$ cat config.mk
export PLATFORM = sky130hd
export DESIGN_NAME = fir_datapath_p
export DESIGN_NICKNAME = d
export VERILOG_FILES = /design/src/rtl/fir_dp_pkg.sv /design/src/rtl/fir_datapath_p_seq_mul.sv /design/src/rtl/fir_datapath_p.sv
export SDC_FILE = /design/constraint.sdc
export NUM_CORES = 1
export LEC_CHECK = 0
export BUFFER_PORTS_ARGS = -buffer_cell sky130_fd_sc_hd__buf_4
export CAP_MARGIN = 15
export CORE_AREA = 8 8 198 200
export DETAILED_ROUTE_END_ITERATION = 8
export DIE_AREA = 0 0 206 208
export GPL_ROUTABILITY_DRIVEN = 1
export RECOVER_POWER = 25
export SLEW_MARGIN = 25
export SYNTH_ARGS = -nofsm -noshare
export SYNTH_HDL_FRONTEND = slang
export SYNTH_SLANG_ARGS = --single-unit
$ cat constraint.sdc
create_clock -name clk -period 8.45 [get_ports clk]
set_input_delay 0.4225 -clock clk [delete_from_list [all_inputs] [get_ports clk]]
set_output_delay 0.4225 -clock clk [all_outputs]
set_load 0.02 [all_outputs]
$ cat src/rtl/fir_dp_pkg.sv
// fir_dp_pkg: shared constants for the parametrised FIR/CPU datapath.
//   - alu_op encodings (OP_ADD .. OP_NOP)
//   - default widths for DW, NREG and IMM_W
package fir_dp_pkg;

  localparam logic [2:0] OP_ADD   = 3'd0;
  localparam logic [2:0] OP_SUB   = 3'd1;
  localparam logic [2:0] OP_AND   = 3'd2;
  localparam logic [2:0] OP_OR    = 3'd3;
  localparam logic [2:0] OP_MUL   = 3'd4;
  localparam logic [2:0] OP_MAC   = 3'd5;
  localparam logic [2:0] OP_ACCRD = 3'd6;
  localparam logic [2:0] OP_NOP   = 3'd7;

  localparam int DW_DEF    = 16;
  localparam int NREG_DEF  = 4;
  localparam int IMM_W_DEF = 8;

endpackage

$ cat src/rtl/fir_datapath_p_seq_mul.sv
// seq_mul: DW x DW unsigned shift-add multiplier, one multiplier bit per cycle.
// Ports:
//   clk, rst_n     clock, async active-low reset
//   start          latch a/b and begin (ignored while busy)
//   a, b           operands (DW)
//   busy           high from the start edge until the final step edge
//   last           high in the cycle whose rising edge performs the final step
//   done           one-cycle pulse after the final step
//   product        2DW running sum including the current step; the full
//                  product when last is high
module seq_mul #(
  parameter int DW = 16
) (
  input  logic            clk,
  input  logic            rst_n,
  input  logic            start,
  input  logic [DW-1:0]   a,
  input  logic [DW-1:0]   b,
  output logic            busy,
  output logic            last,
  output logic            done,
  output logic [2*DW-1:0] product
);

  localparam int CW = $clog2(DW);

  logic [2*DW-1:0] mcand;
  logic [2*DW-1:0] psum;
  logic [DW-1:0]   mplier;
  logic [CW-1:0]   cnt;

  assign last    = busy && (cnt == '0);
  // The step sum is exposed so the owner can commit the result on the same
  // edge as the final step instead of one cycle later.
  assign product = psum + (mplier[0] ? mcand : '0);

  always_ff @(posedge clk or negedge rst_n) begin
    if (!rst_n) begin
      busy   <= 1'b0;
      done   <= 1'b0;
      mcand  <= '0;
      psum   <= '0;
      mplier <= '0;
      cnt    <= '0;
    end else begin
      done <= last;
      if (start && !busy) begin
        busy   <= 1'b1;
        mcand  <= {{DW{1'b0}}, a};
        mplier <= b;
        psum   <= '0;
        cnt    <= CW'(DW - 1);
      end else if (busy) begin
        psum   <= product;
        mcand  <= mcand << 1;
        mplier <= mplier >> 1;
        cnt    <= cnt - 1'b1;
        if (last) busy <= 1'b0;
      end
    end
  end

endmodule

$ cat src/rtl/fir_datapath_p.sv
// fir_datapath_p: parametrised FIR/CPU datapath (PC/address unit, register
// file, ALU with sequential multiplier, status flags, split data bus).
// Optional feature macro: FIR_DATAPATH_MAC_EN adds the 2DW accumulator used by
// MAC and ACCRD; without it MAC behaves as MUL and ACCRD as NOP.
// Ports:
//   clk, rst_n                      clock, async active-low reset
//   data_in / data_out / data_oe    bus read data, write data, drive enable
//   addr_out                        address register
//   reset_pc .. r_plus_0            addressing strobes (priority in that order)
//   ir_load, instruction            instruction register load / contents
//   rf_write, waddr, laddr, raddr   register file write and read selects
//   alu_op, alu_start, alu_busy, alu_done   ALU control handshake
//   addr_on_data, alu_on_data       data_out source selects
//   sr_load, cset, creset, zset, zreset, cout, zout   status register
module fir_datapath_p
  import fir_dp_pkg::*;
#(
  parameter int DW    = DW_DEF,
  parameter int NREG  = NREG_DEF,
  parameter int IMM_W = IMM_W_DEF,
  localparam int RW   = $clog2(NREG)
) (
  input  logic          clk,
  input  logic          rst_n,
  input  logic [DW-1:0] data_in,
  output logic [DW-1:0] data_out,
  output logic          data_oe,
  output logic [DW-1:0] addr_out,
  input  logic          reset_pc,
  input  logic          pc_plus_i,
  input  logic          pc_plus_1,
  input  logic          r_plus_i,
  input  logic          r_plus_0,
  input  logic          ir_load,
  input  logic          rf_write,
  input  logic [RW-1:0] waddr,
  input  logic [RW-1:0] laddr,
  input  logic [RW-1:0] raddr,
  input  logic [2:0]    alu_op,
  input  logic          alu_start,
  output logic          alu_busy,
  output logic          alu_done,
  input  logic          addr_on_data,
  input  logic          alu_on_data,
  input  logic          sr_load,
  input  logic          cset,
  input  logic          creset,
  input  logic          zset,
  input  logic          zreset,
  output logic [DW-1:0] instruction,
  output logic          cout,
  output logic          zout
);

  logic [DW-1:0]   pc, pc_nxt, addr_nxt, ir, imm, l_op, r_op;
  logic [DW-1:0]   rf [NREG];
  logic [DW-1:0]   result, res_nxt;
  logic            alu_c, alu_z, c_nxt, z_nxt;
  logic            start_ok, is_mul_op, single_done;
  logic            mul_busy, mul_last, mul_done;
  logic [2*DW-1:0] product;
`ifdef FIR_DATAPATH_MAC_EN
  logic [2*DW-1:0] acc, acc_nxt;
  logic            mac_pend;
`endif

  assign imm  = {{(DW-IMM_W){ir[IMM_W-1]}}, ir[IMM_W-1:0]};
  assign l_op = rf[laddr];
  assign r_op = rf[raddr];

  always_comb begin
    pc_nxt   = pc;
    addr_nxt = addr_out;
    if (reset_pc) begin
      pc_nxt   = '0;
      addr_nxt = '0;
    end else if (pc_plus_i) begin
      pc_nxt   = pc + imm;
      addr_nxt = pc_nxt;
    end else if (pc_plus_1) begin
      pc_nxt   = pc + 1'b1;
      addr_nxt = pc_nxt;
    end else if (r_plus_i) begin
      addr_nxt = r_op + imm;
    end else if (r_plus_0) begin
      addr_nxt = r_op;
    end
  end

  always_ff @(posedge clk or negedge rst_n) begin
    if (!rst_n) begin
      pc       <= '0;
      addr_out <= '0;
      ir       <= '0;
    end else begin
      pc       <= pc_nxt;
      addr_out <= addr_nxt;
      if (ir_load) ir <= data_in;
    end
  end

  assign instruction = ir;

  always_ff @(posedge clk or negedge rst_n) begin
    if (!rst_n) begin
      for (int i = 0; i < NREG; i++) rf[i] <= '0;
    end else if (rf_write) begin
      rf[waddr] <= data_in;
    end
  end

  assign is_mul_op = (alu_op == OP_MUL) || (alu_op == OP_MAC);
  assign start_ok  = alu_start && !mul_busy;

  seq_mul #(.DW(DW)) u_seq_mul (
    .clk     (clk),
    .rst_n   (rst_n),
    .start   (start_ok && is_mul_op),
    .a       (l_op),
    .b       (r_op),
    .busy    (mul_busy),
    .last    (mul_last),
    .done    (mul_done),
    .product (product)
  );

  always_comb begin
    res_nxt = result;
    c_nxt   = alu_c;
    z_nxt   = alu_z;
`ifdef FIR_DATAPATH_MAC_EN
    acc_nxt = acc;
`endif
    if (mul_last) begin
      res_nxt = product[DW-1:0];
      c_nxt   = |product[2*DW-1:DW];
`ifdef FIR_DATAPATH_MAC_EN
      if (mac_pend) begin
        {c_nxt, acc_nxt} = {1'b0, acc} + {1'b0, product};
        res_nxt          = acc_nxt[DW-1:0];
      end
`endif
      z_nxt = (res_nxt == '0);
    end else if (start_ok && !is_mul_op) begin
      case (alu_op)
        OP_ADD: {c_nxt, res_nxt} = {1'b0, l_op} + {1'b0, r_op};
        // The extra top bit of a widened subtract is the borrow.
        OP_SUB: {c_nxt, res_nxt} = {1'b0, l_op} - {1'b0, r_op};
        OP_AND: res_nxt = l_op & r_op;
        OP_OR:  res_nxt = l_op | r_op;
`ifdef FIR_DATAPATH_MAC_EN
        OP_ACCRD: res_nxt = acc[DW-1:0];
`endif
        default: ;
      endcase
`ifdef FIR_DATAPATH_MAC_EN
      if (alu_op != OP_NOP) z_nxt = (res_nxt == '0);
`else
      if (alu_op != OP_NOP && alu_op != OP_ACCRD) z_nxt = (res_nxt == '0);
`endif
    end
  end

  always_ff @(posedge clk or negedge rst_n) begin
    if (!rst_n) begin
      result      <= '0;
      alu_c       <= 1'b0;
      alu_z       <= 1'b0;
      single_done <= 1'b0;
    end else begin
      result      <= res_nxt;
      alu_c       <= c_nxt;
      alu_z       <= z_nxt;
      single_done <= start_ok && !is_mul_op;
    end
  end

`ifdef FIR_DATAPATH_MAC_EN
  always_ff @(posedge clk or negedge rst_n) begin
    if (!rst_n) begin
      acc      <= '0;
      mac_pend <= 1'b0;
    end else begin
      acc <= acc_nxt;
      if (start_ok && is_mul_op) mac_pend <= (alu_op == OP_MAC);
    end
  end
`endif

  assign alu_busy = mul_busy;
  assign alu_done = single_done || mul_done;

  always_ff @(posedge clk or negedge rst_n) begin
    if (!rst_n) begin
      cout <= 1'b0;
      zout <= 1'b0;
    end else begin
      if (creset)       cout <= 1'b0;
      else if (cset)    cout <= 1'b1;
      else if (sr_load) cout <= alu_c;
      if (zreset)       zout <= 1'b0;
      else if (zset)    zout <= 1'b1;
      else if (sr_load) zout <= alu_z;
    end
  end

  always_comb begin
    data_out = '0;
    if (addr_on_data)     data_out = addr_out;
    else if (alu_on_data) data_out = result;
  end

  assign data_oe = addr_on_data || alu_on_data;

endmodule

* Yosys cells after proc, flatten, opt, wreduce, memory -nomap -nowiden
Index checks and enable logic that the tools add are counted.
** Word-level totals
- Register bits after elaboration :: 219
- Latch bits :: 0
- Memory bits (writable) :: 0
- Bits in read-only memories :: 0
- Output and inout bits :: 53
- Logic and storage cells :: 117
- Memories kept :: 0
** Cells by class
- Add/sub/neg operators :: 7
- Multiply operators :: 0
- Div/mod/pow operators :: 0
- $lt $le $gt $ge :: 4
- Eq/ne operators :: 7
- Shifts and indexed selects :: 0
- Multiplexer cells :: 48
- Bitwise logic cells :: 5
- Reduce and logical (&&, ||, !) cells :: 27
** Operators with widths (count)
- 16-bit two-way mux :: 21
- 32-bit two-way mux :: 5
- 16-bit binary-select mux with 2-bit select :: 2
- 64-bit bitwise mux :: 1
- 16-bit one-hot mux with 4 select lines :: 1
- 16-bit adder :: 2
- 32-bit adder :: 1
- 16-bit demux with 2-bit select :: 1
- 16-bit zero test :: 2
- 16-bit by 16-bit adder with 17-bit output :: 1
- 16-bit by 16-bit subtractor with 17-bit output :: 1
- 16-bit by 1-bit adder with 16-bit output (second input constant) :: 1
- 16-bit bitwise AND :: 1
- 16-bit OR :: 1
- 16-bit OR reduction :: 1
- 1-bit two-way mux :: 14
- 3-bit nonzero test :: 4
- 3-bit >= comparator (second input constant) :: 3
- 2-bit NOT with 3-bit output :: 3
- 4-bit two-way mux :: 2
- 1-bit logical AND :: 7
- 3-bit by 2-bit == test with 1-bit output (second input constant) :: 2
- 3-bit == test (second input constant) :: 2
- 3-bit inequality test (second input constant) :: 2
- 11 further kinds :: 17

* Depth between registers and ports, before layout
Gate-level depths: netlist of run 1.
- Depth after elaboration :: 12
- Gate-level depth with buffers :: 16
- Depth with buffers taken out :: 14

* Hierarchy
From an unflattened synthesis of run 1, not the netlist that was laid out.
** Unflattened totals
- Cells, all modules :: 1798
- Area, all modules :: 16622.2 um2
** Modules (own cells, without submodules)
- fir_datapath_p :: times used 1, cells each 1179, area each 11008.1 um2, seq. area each 3328.2 um2
- seq_mul :: times used 1, cells each 619, area each 5614.1 um2, seq. area each 2152.1 um2

* Least setup slack after synthesis of run 1
OpenSTA, ideal clock, no wires.
- Path type :: input to register
- Start :: in laddr[0]
- End :: reg result[14]
- Arrival :: 4239 ps
- Required time :: 8303 ps
- Path slack :: 4064 ps
- Stages :: 16
- Path through :: clkbuf_1 > buf_1 > mux4_2 > inv_1 > ha_1 > buf_2 > nor2_1 > a221o_1 > o22ai_2 > o21ai_1 > or4b_1 > nand3_1 > o21ai_0 > xnor2_1 > a222oi_1 > o221ai_1
** Between the ends
- Word-level cells in the longest chain between the ends :: 10
** RTL lines
- start, declared :: RTL line fir_datapath_p.sv:37 : input logic [RW-1:0] laddr,
- 2-bit NOT with 3-bit output (implied by the code) (*) :: RTL line fir_datapath_p.sv:68 : assign l_op = rf[laddr];
- 16-bit binary-select mux with 2-bit select (*) :: RTL line fir_datapath_p.sv:68
- 16-bit two-way mux (implied by the code) (*) (2 in series) :: RTL line fir_datapath_p.sv:68
- 16-bit by 16-bit subtractor with 17-bit output (tied with other cells) :: RTL line fir_datapath_p.sv:148 : OP_SUB: {c_nxt, res_nxt} = {1'b0, l_op} - {1'b0, r_op};
- 16-bit one-hot mux with 4 select lines (*) :: RTL line fir_datapath_p.sv:145 : case (alu_op)
- 16-bit two-way mux (*) :: RTL line fir_datapath_p.sv:144 : end else if (start_ok && !is_mul_op) begin
- 16-bit two-way mux (*) :: RTL line fir_datapath_p.sv:134 : if (mul_last) begin
- 16-bit two-way mux (*) :: RTL line fir_datapath_p.sv:144
- 16-bit two-way mux (*) :: RTL line fir_datapath_p.sv:134
- end signal, assigned :: RTL line fir_datapath_p.sv:171 : result <= res_nxt;
- end, declared :: RTL line fir_datapath_p.sv:57 : logic [DW-1:0] result, res_nxt;
Every way passes the cells marked *; elsewhere a longest branch is shown, timed or not. The select of a mux whose other input is x is not followed.
A chain may end at the register's enable or synchronous reset.

* Worst setup path after layout of run 1
- Start :: reg rf[16] in the netlist's numbering
- End :: reg alu_z
** Between the ends
- Word-level cells in the longest chain between the ends :: 11
** RTL lines
- start, declared :: RTL line fir_datapath_p.sv:56 : logic [DW-1:0] rf [NREG];
- start signal, assigned by index :: RTL line fir_datapath_p.sv:108 : rf[waddr] <= data_in;
- 16-bit binary-select mux with 2-bit select (on tied branches) :: RTL line fir_datapath_p.sv:68, fir_datapath_p.sv:69
- 16-bit two-way mux (on tied branches) (2 in series) :: RTL line fir_datapath_p.sv:68, fir_datapath_p.sv:69
- 16-bit by 16-bit subtractor with 17-bit output (tied with other cells) :: RTL line fir_datapath_p.sv:148
- 16-bit one-hot mux with 4 select lines (*) :: RTL line fir_datapath_p.sv:145
- 16-bit two-way mux (*) :: RTL line fir_datapath_p.sv:144
- 16-bit two-way mux (*) :: RTL line fir_datapath_p.sv:134
- 16-bit zero test (*) :: RTL line fir_datapath_p.sv:159 : if (alu_op != OP_NOP && alu_op != OP_ACCRD) z_nxt = (res_nxt == '0);
- 1-bit two-way mux (*) :: RTL line fir_datapath_p.sv:159
- 1-bit two-way mux (*) :: RTL line fir_datapath_p.sv:144
- 1-bit two-way mux (*) :: RTL line fir_datapath_p.sv:134
- end signal, assigned :: RTL line fir_datapath_p.sv:173 : alu_z <= z_nxt;
- end, declared :: RTL line fir_datapath_p.sv:58 : logic alu_c, alu_z, c_nxt, z_nxt;
Marked as above.

==> flow_metrics.env, run 1 <==
export IMPL_vias=13290
export IMPL_coreArea_um2=36080
export IMPL_worstRegToRegCells=13
export IMPL_yosys_area_share_simple=0.1522
export IMPL_syn2layout_area_growth_pct=12.27
export IMPL_multiInputGateArea_um2=9853
export IMPL_dp_hpwl_um=34430
export IMPL_crit_type="flip-flop to flip-flop"
export IMPL_fin_crit_sh=0.5045
export IMPL_seqCellArea_um2=5484
export IMPL_worstHoldPathCells=2
export IMPL_r2r_slack_ns=4.19
export IMPL_synth_compound_area_frac=0.1914
export IMPL_gr_total_overflow=0
export IMPL_die_area_um2=42850
export IMPL_peakVddDrop_uv=188.6
export IMPL_drv_slew=0
export IMPL_holdCritPathClass="primary input to flip-flop"
export IMPL_cpMaxStageDelayCell="a222oi_1"
export IMPL_clk_root_buffer_cell="clkbuf_16"
export IMPL_yosys_warnings=0
export IMPL_post_place_cells=2228
export IMPL_diodes=0
export IMPL_hp_start="creset"
export IMPL_yosys_mux_area_fraction=0.1263
export IMPL_status="complete, no violations"
export IMPL_critical_path_startpoint="rf[16]$_DFFE_PN0P_"
export IMPL_h_tree_depth=1
export IMPL_initialDrtViolationCount=990
export IMPL_synth_ff_type="dfrtp_1"
export IMPL_grt_max_degree=116
export IMPL_path_common_cell="a211oi_1"
export IMPL_crit_path_end_kind="flip-flop"
export IMPL_synthesis_area_um2=15970
export IMPL_io_buffers=94
export IMPL_synthArstFlopShare=1.000
export IMPL_share_comb_of_total_power=0.441
export IMPL_grt_pass1_wl_um=74370
export IMPL_cellPowerDensity_nw_per_um2=286.6
export IMPL_cp_slowest_stage_delay_ns=0.53
export IMPL_cap_violations=0
export IMPL_clkLatencyLatePin_ns=0.55
export IMPL_grt_pass1_vias=13150
export IMPL_stdcell_count=2273
export IMPL_synth_seq_cells=219
export IMPL_critPathArrivalTime_ns=4.75
export IMPL_numCtsBuffers=26
export IMPL_detail_route_antenna_nets=0
export IMPL_floorplan_initialDensity=0.4426
export IMPL_clkSinkCount=219
export IMPL_yosysSeqAreaShare=0.3432
export IMPL_die_h_um=208
export IMPL_via_per_inst=5.849
export IMPL_fillers=3416
export IMPL_io_pins=95
export IMPL_cp_required_ns=8.93
export IMPL_synthAdderAreaFrac=0.09636
export IMPL_drt_wl_total_um=46600
export IMPL_routabilityCongestion=0.9560
export IMPL_synth_xor_area_frac=0.04991
export IMPL_syn_instance_count=1749
export IMPL_clk_pin_slew_ns=0.06
export IMPL_setup_viol=0
export IMPL_placed_cell_area_um2=16990
export IMPL_cp_cell_sequence="mux4_2 > ha_1 > fa_1 > a211oi_1 > nor2_1 > o22ai_1 > a211oi_1 > a221o_1 > a222oi_1 > nand4_1 > a2111oi_0 > and4b_1 > a31o_1"
export IMPL_min_period_ns=4.263
export IMPL_p_leak_nw=8.074
export IMPL_cts_tree="yes"
export IMPL_rsz0062_at_grt="no"
export IMPL_drive_above_1_share=0.1651
export IMPL_synth_edf_count=0
export IMPL_finalHoldViolCount=0
export IMPL_synth_avg_cell_area_um2=9.131
export IMPL_dieWidth_um=206
export IMPL_drt_pre_antenna_iters=5
export IMPL_fin_skew_ns=0.01371
export IMPL_finalSetupTns_ns=0
export IMPL_fmaxAchievable_mhz=234.6
export IMPL_wl_per_cell_um=20.50
export IMPL_tightest_slew_ns=1.090
export IMPL_pwr_share_clk=0.244
export IMPL_p_int_mw=3.046
export IMPL_yosysUniqueCellTypes=86
export IMPL_start_kind="flip-flop"
export IMPL_drc=0
export IMPL_syn_nets=1911
export IMPL_crit_fanout=4
export IMPL_power_frac_seq=0.315
export IMPL_fin_nets=1951
export IMPL_reg2reg_from="rf[16]$_DFFE_PN0P_"
export IMPL_sw_frac_of_total=0.4073
export IMPL_max_slew_margin_rel=0.2734
export IMPL_globalRouteTotalUtil=0.2143
export IMPL_rows=70
export IMPL_synth_top_family_by_area="compound AO/OA/AOI/OAI gates"
export IMPL_grt_antenna_before_repair=1
export IMPL_switchingPower_mw=2.093
export IMPL_clock_path_buffers=3
export IMPL_fin_area_um2=17930
## final timing paths
path | to
min in group asynchronous | u_seq_mul.psum[6]$_DFFE_PN0P_
max | alu_z$_DFFE_PN0P_
min | cout$_DFFE_PN0P_
min reg2reg | u_seq_mul.psum[15]$_DFFE_PN0P_
max in group asynchronous | addr_out[9]$_DFFE_PN0P_
max reg2reg | alu_z$_DFFE_PN0P_
## routing by layer
layer | global-route usage | share of wire | vias up
met4 | 0.06193 | 0.031 | 0
met2 | 0.3194 | 0.44 | 425
met1 | 0.3058 | 0.46 | 6423
met3 | 0.04894 | 0.076 | 79
met5 | 0 | 0 | -
li1 | - | - | 6367
## area by class of cell
class                      instances  area share
clock buffer                      34     0.04075
multi-input combinational       1364      0.5495
sequential                       219      0.3059
tap                              468     0.03266
clock inverter                    10     0.01200
timing repair buffer             104     0.04368
inverter                          74     0.01549
## timing repair
item / 4_1_cts / 5_1_grt
resized for setup: 0 / 0
setup buffers: 0 / 0
hold buffers: 1 / 0
hold endpoints to repair: 22 / 0
## worst max-delay path, delay by kind of cell (launching register included)
| kind | cells | cell delay, ns |
|---|---|---|
| AO/OA/AOI/OAI | 7 | 2.02 |
| adder cells (fa/ha/maj) | 2 | 0.73 |
| flip-flops | 1 | 0.39 |
| multiplexers | 1 | 0.52 |
| AND/OR/NAND/NOR | 3 | 0.54 |
## stage by stage
step / util / total power [mW] / hold WS, ns / setup WS [ns]
2_1_floorplan: - / 3.191 / 0.1269 / 4.064
3_3_place_gp: 0.4707 / 3.823 / 0.4717 / 3.906
3_5_place_dp: 0.4707 / 3.868 / 0.4779 / 3.934
4_1_cts: 0.4972 / 5.147 / 0.005341 / 4.337
5_1_grt: 0.4969 / 5.485 / 0.02298 / 4.127
6_report: 0.4969 / 5.138 / 0.02275 / 4.187
## cell families (layout without fill, tap and decap cells)
family | Yosys count | count (layout)
AND/OR/NAND/NOR | 524 | 524
AO/OA/AOI/OAI | 479 | 479
flip-flops | 219 | 219
buffers and inverters | 166 | 222
multiplexers | 150 | 150
adder cells (fa/ha/maj) | 120 | 120
XOR/XNOR | 91 | 91
## cells in the mapped netlist (8+ instances only)
cell type / number / area, um2
nand2_1: 241 / 904.6
dfrtp_1: 219 / 5480
o21ai_0: 161 / 805.8
ha_1: 115 / 1439
a21oi_1: 101 / 505.5
nor2_1: 96 / 360.4
mux2_2: 82 / 923.4
clkbuf_1: 78 / 292.8
inv_1: 70 / 262.8
xnor2_1: 60 / 525.5
and2_1: 36 / 225.2
mux2i_1: 35 / 350.3
mux4_2: 33 / 743.2
xor2_1: 31 / 271.5
nand3_1: 29 / 145.1
a21o_1: 27 / 202.7
nor3_1: 25 / 125.1
a211oi_1: 19 / 142.6
o211ai_1: 19 / 142.6
nor2b_1: 17 / 106.4
o22ai_1: 17 / 106.4
a31oi_1: 15 / 93.84
a22oi_1: 13 / 97.59
and3_1: 11 / 68.82
or2_2: 11 / 68.82
nand4_1: 10 / 62.56
o21bai_1: 10 / 75.07
o31ai_1: 10 / 75.07
nand2b_1: 9 / 56.30
o21a_1: 9 / 67.56
a22o_1: 8 / 70.07
or3_1: 8 / 50.05
## power by group through the flow
stage          sequential [mW]  clock [mW]  combinational, mW
2_1_floorplan             1.53           0               1.66
3_3_place_gp              1.62           0               2.20
3_5_place_dp              1.63           0               2.24
4_1_cts                   1.62        1.28               2.25
5_1_grt                   1.66        1.32               2.51
6_report                  1.62        1.25               2.26
## cell usage in the layout, fill, tap and decap left out, drive strengths merged, types with 15 or more instances in the layout
master / instances
a31oi: 15
mux4: 33
mux2i: 35
nor2: 96
nor2b: 17
a21oi: 106
o21ai: 165
xnor2: 60
nand3: 29
buf: 101
a21o: 27
dfrtp: 219
inv: 72
and2: 37
nand2: 241
o211ai: 19
nor3: 26
a211oi: 21
xor2: 31
o22ai: 18
ha: 115
mux2: 82
clkbuf: 36
## registers in the layout, summed over array words and instances (netlist names), 4 cells and up
register	count
instruction	16
rf	64
u_seq_mul.cnt	4
addr_out	16
pc	16
u_seq_mul.mplier	16
u_seq_mul.psum	32
u_seq_mul.mcand	32
result	16
Note: power is estimated with default switching activity, not from simulation.
==> run 2, diff against run 1 <==
- ABC_AREA: default -> 1
- CORE_AREA: 8 8 198 200 -> 8 8 203 205
- DIE_AREA: 0 0 206 208 -> 0 0 211 213
- clock period: 8.45 -> 4.35 ns (I/O delays scaled with it)
==> run 2 against run 1 <==
  * The flow now finishes with violations (capacitance limit, slew limit)
  * Sequential share of layout area down 2.0 points
  * Critical endpoint unchanged
  * Largest cell class unchanged
  * Sequential power up 85%
  * Register-to-register slack worse by 3.2 ns
  * Critical path type unchanged
  * Worst setup slack worse by 3.2 ns
  * Largest power group unchanged
==> flow_metrics.env, run 2 <==
export IMPL_syn_instance_count=2468
export IMPL_syn2layout_area_growth_pct=13.88
export IMPL_sw_frac_of_total=0.4417
export IMPL_worstHoldPathCells=3
export IMPL_fin_nets=2709
export IMPL_max_slew_margin_rel=-0.9730
export IMPL_crit_fanout=5
export IMPL_clk_pin_slew_ns=0.06
export IMPL_drt_wl_total_um=59210
export IMPL_detail_route_antenna_nets=0
export IMPL_holdWs_ns=0.02313
export IMPL_fin_area_um2=19180
export IMPL_yosys_warnings=0
export IMPL_finalHoldViolCount=0
export IMPL_synth_ff_type="dfrtp_1"
export IMPL_rows=72
export IMPL_top_register="rf"
export IMPL_clock_path_buffers=3
export IMPL_io_pins=95
export IMPL_holdCritPathClass="primary input to flip-flop"
export IMPL_fin_util=0.5033
export IMPL_synth_area_leaders="dfrtp_1 33%, nand2_1 15%, ha_1 8.5%"
export IMPL_min_period_ns=3.323
export IMPL_drc=0
export IMPL_critPathArrivalTime_ns=3.84
export IMPL_grt_max_degree=115
export IMPL_r2r_slack_ns=1.03
export IMPL_largest_register_ffs=64
export IMPL_synth_commonest_cells="680 x nand2_1, 329 x inv_1, 219 x dfrtp_1"
export IMPL_power_frac_seq=0.296
export IMPL_synth_avg_cell_area_um2=6.824
export IMPL_dieWidth_um=211
export IMPL_setup_viol=0
export IMPL_timing_rr_end="alu_z$_DFFE_PN0P_"
export IMPL_yosysTopAreaCell="dfrtp_1"
export IMPL_numCtsBuffers=27
export IMPL_yosysSeqAreaShare=0.3254
export IMPL_synth_most_common_cell="nand2_1"
export IMPL_die_area_um2=44940
export IMPL_layout_commonest_cell="nand2_1"
export IMPL_drive_above_1_share=0.08567
export IMPL_vias=17040
export IMPL_hp_start="data_in[0]"
export IMPL_cap_violations=1
export IMPL_crit_type="flip-flop to flip-flop"
export IMPL_peakVddDrop_uv=255.9
export IMPL_finalSetupTns_ns=0
export IMPL_routabilityCongestion=0.9704
export IMPL_drv_slew=114
export IMPL_yosysUniqueCellTypes=54
export IMPL_rsz0062_at_grt="no"
export IMPL_switchingPower_mw=4.472
export IMPL_clkLatencyLatePin_ns=0.58
export IMPL_die_h_um=213
export IMPL_clkSinkCount=219
export IMPL_floorplan_initialDensity=0.4420
export IMPL_synthesis_area_um2=16840
export IMPL_diodes=0
export IMPL_grt_antenna_before_repair=0
export IMPL_synthArstFlopShare=1.000
export IMPL_start_kind="flip-flop"
export IMPL_cp_required_ns=4.87
export IMPL_share_comb_of_total_power=0.452
export IMPL_synth_seq_cells=219
export IMPL_worst_hold_path_endpoint="instruction[0]$_DFFE_PN0P_"
export IMPL_globalRouteTotalUtil=0.2599
export IMPL_cts_repair_resized=0
export IMPL_via_per_inst=5.522
export IMPL_initialDrtViolationCount=1535
export IMPL_gr_total_overflow=0
export IMPL_dp_hpwl_um=44950
export IMPL_netlist_area_leader_share=0.3254
export IMPL_crit_path_end_kind="flip-flop"
export IMPL_fin_skew_ns=0.01723
export IMPL_syn_nets=2630
export IMPL_post_cts_buffers=0
export IMPL_cellPowerDensity_nw_per_um2=527.8
export IMPL_failed_checks="capacitance limit, slew limit"
export IMPL_h_tree_depth=1
export IMPL_io_buffers=94
export IMPL_coreArea_um2=38110
export IMPL_synth_edf_count=0
export IMPL_pwr_share_clk=0.252
export IMPL_clk_root_buffer_cell="clkbuf_16"
export IMPL_grt_pass1_wl_um=92690
export IMPL_status="finished with violations"
export IMPL_worstRegToRegCells=21
export IMPL_reg2reg_from="rf[32]$_DFFE_PN0P_"
export IMPL_cts_tree="yes"
export IMPL_drt_pre_antenna_iters=5
export IMPL_p_leak_nw=9.839
export IMPL_reg_largest_list="rf x64, u_seq_mul.mcand x32, u_seq_mul.psum x32"
export IMPL_wl_per_cell_um=19.19
export IMPL_fin_crit_sh=0.7639
export IMPL_tightest_slew_ns=2.960
export IMPL_fmaxAchievable_mhz=300.9
export IMPL_grt_pass1_vias=16220
export IMPL_placed_cell_area_um2=18020
export IMPL_total_power_mw=10.12
export IMPL_final_cell_mix="680 x nand2_1, 329 x inv_1, 219 x dfrtp_1"
export IMPL_p_int_mw=5.652
## run 2: changes by cell type in the layout (fill, tap and decap cells not counted), moves of 36 or more
cell / change
o21ai_1: +36
nand3_1: +151
a21oi_1: +53
nor2_1: +67
xnor2_1: -51
nand2_1: +439
mux2_2: -82
inv_1: +259
## run 2: what timing repair did
action / CTS / global route
endpoints found under the setup margin: 0 / 0
hold buffers: 21 / 0
endpoints found under the hold margin: 174 / 0
## run 2: area by class of cell
class / instances / area (um2)
clock inverter: 15 / 249.0
inverter: 359 / 1350
timing repair buffer: 143 / 1117
fill: 3911 / 18930
clock buffer: 35 / 745.7
tap: 518 / 648.1
sequential: 219 / 5480
multi-input combinational: 1797 / 9590
## run 2: per-stage QoR
stage                     cells  worst slack (ns)
after global routing       3086            0.7472
after floorplan            2468             1.453
after CTS                  3086             1.052
after global placement     3015            0.6806
after detailed placement   3015            0.5376
final                      3086             1.027
## run 2: per-layer routing
layer	wire, um	up-vias	track usage
met4	1866	0	0.08156
met5	0	-	0
met3	3601	86	0.03112
met1	27290	8128	0.3686
met2	26450	576	0.4091
li1	-	8252	-
## run 2: power by group through the flow
stage / registers (mW) / logic [mW] / clock network (mW)
after floorplan: 2.92 / 3.07 / 0
after global placement: 3.01 / 4.46 / 0
after detailed placement: 3.01 / 4.51 / 0
after CTS: 2.99 / 4.54 / 2.59
after global routing: 3.06 / 5.09 / 2.67
final: 3.00 / 4.58 / 2.55
## run 2: cells by family after synthesis
| logic type | count (synthesis) | synth area share |
|---|---|---|
| AO/OA/AOI/OAI | 520 | 0.1765 |
| XOR/XNOR | 45 | 0.02340 |
| flip-flops | 219 | 0.3254 |
| buffers and inverters | 452 | 0.1056 |
| AND/OR/NAND/NOR | 1112 | 0.2777 |
| adder cells (fa/ha/maj) | 120 | 0.09138 |
## run 2: how the worst max path moves through the flow
stage                       startpoint                 to  slack (ns)
global placement              raddr[0]  alu_z$_DFFE_PN0P_        0.68
detailed placement            raddr[0]  alu_z$_DFFE_PN0P_        0.54
floorplan                     laddr[1]  alu_z$_DFFE_PN0P_        1.45
global route        rf[52]$_DFFE_PN0P_  alu_z$_DFFE_PN0P_        0.75
finish              rf[32]$_DFFE_PN0P_  alu_z$_DFFE_PN0P_        1.03
CTS                 rf[32]$_DFFE_PN0P_  alu_z$_DFFE_PN0P_        1.05
## run 2: worst max-delay path: stages (launching register included)
cell and delay, ns:
dfrtp_1 0.40, nand2_1 0.07, nand3_1 0.07, nand2_1 0.27, inv_1 0.15, ha_1 0.29
fa_1 0.48, nand3_1 0.09, nand3_1 0.19, nor2_1 0.14, nor2_1 0.05, nand2_1 0.05
nand3_1 0.15, nor2_1 0.17, nand2_1 0.08, nor2_1 0.09, nand3_1 0.08, nor2_1 0.12
nand3_1 0.11, nand2_1 0.07, nand2_1 0.05, nand2_1 0.07
